--- src/rtl/code_lock_sender.sv ---
// Purpose: serial key sender for the 7-bit code lock; syncs on ERROR/UNLOCK, shifts code MSB-first, retries.
// Latency: start -> SYNC in 1 cycle; first code bit lands while the lock sits in its start state; done 1 cycle after the verdict state.
// Backpressure: none; start is only sampled in IDLE and is ignored while busy.
module code_lock_sender #(
    parameter int CODE_LEN     = 7,
    parameter int MAX_TRIES    = 3,
    parameter int TRY_W        = 2,
    parameter int SYNC_TIMEOUT = 16
) (
    input  logic                clk,
    input  logic                resetn,
    input  logic                start,
    input  logic [CODE_LEN-1:0] code_in,
    input  logic                error_in,
    input  logic                unlock_in,
    output logic                tx,
    output logic                busy,
    output logic                done,
    output logic                ok,
    output logic                fail,
    output logic [TRY_W-1:0]    attempts
);

    localparam int IDX_W = $clog2(CODE_LEN + 1);
    localparam int CNT_W = $clog2(SYNC_TIMEOUT + 1);

    localparam logic [IDX_W-1:0] IDX_LAST = IDX_W'(CODE_LEN);
    localparam logic [IDX_W-1:0] IDX_ONE  = IDX_W'(1);
    localparam logic [CNT_W-1:0] CNT_LAST = CNT_W'(SYNC_TIMEOUT - 1);
    localparam logic [CNT_W-1:0] CNT_ONE  = CNT_W'(1);
    localparam logic [TRY_W-1:0] TRY_MAX  = TRY_W'(MAX_TRIES);
    localparam logic [TRY_W-1:0] TRY_ONE  = TRY_W'(1);

    typedef enum logic [2:0] {
        ST_IDLE,
        ST_SYNC,
        ST_KICK,
        ST_SEND,
        ST_CHECK,
        ST_RETRY,
        ST_OK,
        ST_FAIL
    } state_t;

    state_t              state_q, state_d;
    logic                tx_q, tx_d;
    logic                done_q, done_d;
    logic                ok_q, ok_d;
    logic                fail_q, fail_d;
    logic [TRY_W-1:0]    att_q, att_d;
    logic [CODE_LEN-1:0] sr_q, sr_d;     // latched code, kept intact across retries
    logic [CODE_LEN-1:0] sh_q, sh_d;     // working copy shifted out during one frame
    logic [IDX_W-1:0]    idx_q, idx_d;   // number of code bits already driven onto tx
    logic [CNT_W-1:0]    cnt_q, cnt_d;   // cycles spent in SYNC for this attempt
    logic                err_q, err_d;   // previous ERROR sample; with a current high sample it marks error2

    // Next-state and registered-output computation for the whole sender.
    always_comb begin
        state_d = state_q;
        tx_d    = tx_q;
        done_d  = 1'b0;
        ok_d    = ok_q;
        fail_d  = fail_q;
        att_d   = att_q;
        sr_d    = sr_q;
        sh_d    = sh_q;
        idx_d   = idx_q;
        cnt_d   = cnt_q;
        err_d   = error_in;

        case (state_q)
            ST_IDLE: begin
                tx_d = 1'b0;
                if (start) begin
                    sr_d    = code_in;
                    ok_d    = 1'b0;
                    fail_d  = 1'b0;
                    att_d   = TRY_ONE;
                    cnt_d   = '0;
                    state_d = ST_SYNC;
                end
            end

            ST_SYNC: begin
                tx_d = 1'b0;
                if (err_q && error_in) begin
                    // Lock is in error2 and returns to its start state on this edge.
                    tx_d    = sr_q[CODE_LEN-1];
                    sh_d    = sr_q << 1;
                    idx_d   = IDX_ONE;
                    state_d = ST_SEND;
                end else if (unlock_in) begin
                    // A 1 while unlocked sends the lock back to its start state.
                    tx_d    = 1'b1;
                    state_d = ST_KICK;
                end else if (cnt_q == CNT_LAST) begin
                    state_d = ST_FAIL;
                end else begin
                    cnt_d = cnt_q + CNT_ONE;
                end
            end

            ST_KICK: begin
                tx_d    = sr_q[CODE_LEN-1];
                sh_d    = sr_q << 1;
                idx_d   = IDX_ONE;
                state_d = ST_SEND;
            end

            ST_SEND: begin
                if (error_in) begin
                    // Lock rejected an earlier bit; the frame is lost.
                    tx_d    = 1'b0;
                    state_d = ST_RETRY;
                end else if (idx_q == IDX_LAST) begin
                    tx_d    = 1'b0;
                    state_d = ST_CHECK;
                end else begin
                    tx_d  = sh_q[CODE_LEN-1];
                    sh_d  = sh_q << 1;
                    idx_d = idx_q + IDX_ONE;
                end
            end

            ST_CHECK: begin
                tx_d = 1'b0;
                if (unlock_in) begin
                    state_d = ST_OK;
                end else begin
                    state_d = ST_RETRY;
                end
            end

            ST_RETRY: begin
                tx_d = 1'b0;
                if (att_q == TRY_MAX) begin
                    state_d = ST_FAIL;
                end else begin
                    att_d   = att_q + TRY_ONE;
                    cnt_d   = '0;
                    state_d = ST_SYNC;
                end
            end

            ST_OK: begin
                // tx stays 0 so the lock remains in its unlock state.
                tx_d    = 1'b0;
                ok_d    = 1'b1;
                done_d  = 1'b1;
                state_d = ST_IDLE;
            end

            ST_FAIL: begin
                tx_d    = 1'b0;
                fail_d  = 1'b1;
                done_d  = 1'b1;
                state_d = ST_IDLE;
            end

            default: begin
                tx_d    = 1'b0;
                state_d = ST_IDLE;
            end
        endcase
    end

    // State and output registers; reset clears everything at once, so no done pulse escapes.
    always_ff @(posedge clk or negedge resetn) begin
        if (!resetn) begin
            state_q <= ST_IDLE;
            tx_q    <= 1'b0;
            done_q  <= 1'b0;
            ok_q    <= 1'b0;
            fail_q  <= 1'b0;
            att_q   <= '0;
            sr_q    <= '0;
            sh_q    <= '0;
            idx_q   <= '0;
            cnt_q   <= '0;
            err_q   <= 1'b0;
        end else begin
            state_q <= state_d;
            tx_q    <= tx_d;
            done_q  <= done_d;
            ok_q    <= ok_d;
            fail_q  <= fail_d;
            att_q   <= att_d;
            sr_q    <= sr_d;
            sh_q    <= sh_d;
            idx_q   <= idx_d;
            cnt_q   <= cnt_d;
            err_q   <= err_d;
        end
    end

    assign tx       = tx_q;
    assign busy     = (state_q != ST_IDLE);
    assign done     = done_q;
    assign ok       = ok_q;
    assign fail     = fail_q;
    assign attempts = att_q;

endmodule
--- config.mk ---
export PLATFORM = sky130hd
export DESIGN_NAME = code_lock_sender
export DESIGN_NICKNAME = d
export VERILOG_FILES = /design/src/rtl/code_lock_sender.sv
export SDC_FILE = /design/constraint.sdc
export NUM_CORES = 1
export LEC_CHECK = 0
export ABC_AREA = 1
export CAP_MARGIN = 20
export CORE_MARGIN = 1.5
export CORE_UTILIZATION = 35
export DETAILED_ROUTE_END_ITERATION = 6
export HOLD_SLACK_MARGIN = 0.06
export PLACE_DENSITY = 0.51
export SETUP_SLACK_MARGIN = 0.5
export SKIP_CTS_REPAIR_TIMING = 1
export SLEW_MARGIN = 40
export SYNTH_ARGS = -nofsm -noshare
export SYNTH_HDL_FRONTEND = slang
export SYNTH_SLANG_ARGS = --single-unit
export TNS_END_PERCENT = 10
--- constraint.sdc ---
create_clock -name clk -period 2.17 [get_ports clk]
set_clock_uncertainty 0.15 [all_clocks]
set_input_delay 0.434 -clock clk [delete_from_list [all_inputs] [get_ports clk]]
set_output_delay 0.434 -clock clk [all_outputs]
set_load 0.005 [all_outputs]
==> metrics.csv <==
stage,metric,value,unit
outcome,status,"finished, final reports clean",
critical_path,Arrival @ worst endpoint,1.13,ns
routing,Via Count,1360,
cells_and_area,area delta synth->final,29.3,%
synthesis,Compound-Gate Fraction of Synth Area,0.0692,
timing,fin crit share,0.791,
clocking,Worst-Skew Late Latency,0.29,ns
place,Setup WS pre-CTS,0.208,ns
routing,DR pass1 iterations,4,
synthesis,sequential-to-total area share from yosys stat,0.477,
global_route,largest net degree at the start of global routing,32,
cells_and_area,final std cells w/o fill,284,
timing,min Tclk post-route,1.72,ns
worst_hold_path,worst min-delay path class,flip-flop to flip-flop,
clocking,clock sinks,31,
floorplan,die width,71.2,um
power,Seq pwr share,0.317,
synthesis,top-count cell post-synth,nand2_1,
synthesis,mux contribution to synthesized area,0,
critical_path,crit-path max FO,2,
clocking,maximum clock path buffer count,2,
synthesis,largest area contributor in the netlist,dfrtp_1,
cells_and_area,Nets,248,
power,internal power,1.74,mW
synthesis,Mapped Avg Cell Area,8.39,um^2
power,sw frac,0.400,
synthesis,Cells after Synth,194,
timing,relative slew slack,0.725,
global_route,vias in the first global route,1345,
routing,Final ANT Viol Nets,0,
synthesis,synth unique cells,25,
timing,Final Setup Violations,0,
power,Peak VDD IR,0.604,mV
timing,endpoints failing hold,0,
floorplan,die area,5070,um^2
floorplan,Core Region,4410,um^2
timing,actual slew at the worst max-slew pin,0.413,ns
timing,max-slew violations,0,
synthesis,Ys Warns,0,
clocking,"Reg clk slew, reported paths",0.07,ns
floorplan,chip height,71.2,um
critical_path,CP Cell Sequence,clkdlybuf4s50_1,
critical_path,Top delay family on crit path,buffers and inverters,
synthesis,Synth Area in Adders,0.0384,
clocking,H-tree lvl count,2,
synthesis,Post-synth EDFFs,0,
power,clock share of power,0.204,
routing,final WL,3410,um
synthesis,Synth Area in XOR/XNOR,0,
global_route,first-pass GRT wire length,5910,um
global_route,initial antenna violation count,0,
global_route,global route overflow,0,
cells_and_area,share of cells above drive strength 1,0.224,
floorplan,row cnt,24,
power,P_leak,1.09,nW
synthesis,largest family of logic cells by synthesized area,simple AND/OR/NAND/NOR gates,
critical_path,CP Launch Type,flip-flop,
synthesis,Yosys top cell area share,0.477,
power,Power per Cell Area,1380,nW/um^2
clocking,TritonCTS Buffers,5,
critical_path,CP max stage cell,clkdlybuf4s50_1,
place,RD Place Congestion,0.821,
power,NetSw,1.16,mW
place,Port Buf Inserts,18,
synthesis,syn nets,211,
synthesis,ys flop type,dfrtp_1,
critical_path,Setup crit end kind,output port,
synthesis,synth top area cells,"dfrtp_1, nand2_1, nand3_1",
synthesis,synthesized area,1630,um^2
cells_and_area,ANT cells,0,
power,combinational power share,0.479,
routing,Residual DRC,0,
synthesis,Post-synth top cells,"nand2_1, dfrtp_1, nand3_1",
critical_path,critical path data required time,1.59,ns
place,Inst Count DP,265,
critical_path,CP max stage delay,0.50,ns
timing,Hold WS,0.328,ns
clocking,CTS tree,done,
critical_path,Worst Path Buf+Inv,1,
synthesis,Synth Register Bits,31,
place,hpwl dp,2450,um
global_route,Total GRT Usage,0.147,
timing,Achievable Freq,583,MHz
routing,1st-iter DRT viols,82,
floorplan,initial core utilization,0.369,
timing,worst setup margin,0.455,ns
synthesis,Post-synth ARST share,1.00,
timing,Final TNS setup,0,ns
floorplan,I/O pins,19,
synthesis,post-synthesis simple-gate area fraction,0.358,
flow_run,maxcap violations,0,
routing,Vias/cell,4.79,
routing,DR WL/cell,12.0,um
timing,RSZ-0062 raised after global routing,true,
clocking,Root Buffer,clkbuf_8,
critical_path,WS Path Type,flip-flop to output port,
-- worst paths after layout --
kind | from | endpoint | slack (ns) | cells after the start
setup / recovery | fail | fail | 0.45 | 1
hold / removal | sh_q[4] | sh_q[4] | 0.33 | 2
setup reg to reg | idx_q[0] | sh_q[4] | 0.47 | 8
hold reg to reg | sh_q[4] | sh_q[4] | 0.33 | 2
max in group asynchronous | resetn | state_q[1] | 1.16 | 2
min in group asynchronous | resetn | done | 0.38 | 2
-- tightest hold or removal path, stage by stage, from the launching register on --
cell	delay [ns]
dfrtp_1	0.34
nand2_1	0.05
nand2_1	0.05
-- registers in the layout (all words and copies together), names as in the netlist --
register / count
sr_q: 7
sh_q: 6
cnt_q: 5
idx_q: 3
state_q: 3
attempts: 2
done: 1
err_q: 1
fail: 1
ok: 1
tx: 1
-- power by group through the flow --
stage / Clock, mW / Combinational, mW / Sequential (mW)
detailed placement: 0 / 1.22 / 0.949
global route: 0.630 / 1.57 / 0.948
CTS: 0.613 / 1.22 / 0.940
floorplan: 0 / 0.889 / 0.922
finish: 0.593 / 1.39 / 0.922
global placement: 0 / 1.19 / 0.944
-- stage by stage --
| step | power (mW) | util | area, um^2 |
|---|---|---|---|
| 4_1_cts | 2.77 | 0.451 | 1990 |
| 2_1_floorplan | 1.81 | - | 1630 |
| 3_5_place_dp | 2.16 | 0.424 | 1870 |
| 5_1_grt | 3.15 | 0.477 | 2100 |
| 3_3_place_gp | 2.13 | 0.424 | 1870 |
| 6_report | 2.91 | 0.477 | 2100 |
-- placed cells by master, fill, tap and decap left out, drive strengths merged, types with 2 or more instances in the layout --
| master | netlist | routed |
|---|---|---|
| nor2 | 11 | 11 |
| nand4 | 2 | 2 |
| clkbuf | 0 | 6 |
| a21oi | 7 | 7 |
| clkdlybuf4s50 | 0 | 16 |
| buf | 2 | 13 |
| inv | 18 | 18 |
| dfrtp | 31 | 31 |
| nand2 | 85 | 86 |
| o21ai | 8 | 8 |
| nand3 | 20 | 20 |
| ha | 5 | 5 |
| clkinv | 1 | 2 |
| dlymetal6s2s | 0 | 2 |
-- layer usage --
layer  global-route usage  wire length [um]  vias up
li1                     -                 -      697
met1                0.186              1620      646
met2                0.237              1680       13
met3               0.0442                87        4
met4               0.0566                26        0
met5                    0                 0        -
-- final cells by class --
type / count / area [um^2]
clock buffer: 6 / 82.6
clock inverter: 2 / 35.0
fill: 448 / 2310
inverter: 19 / 71.3
multi-input combinational: 143 / 787
sequential: 31 / 777
tap: 52 / 65.1
timing repair buffer: 31 / 287
-- cell families (layout without fill, tap and decap cells) --
logic type                 Yosys count  in the layout
buffers and inverters               21             58
AOI/OAI and AO/OA                   16             16
and+or+nand+nor                    121            122
adders and majority gates            5              5
DFF                                 31             31
Power figures use the tool's default switching activity.
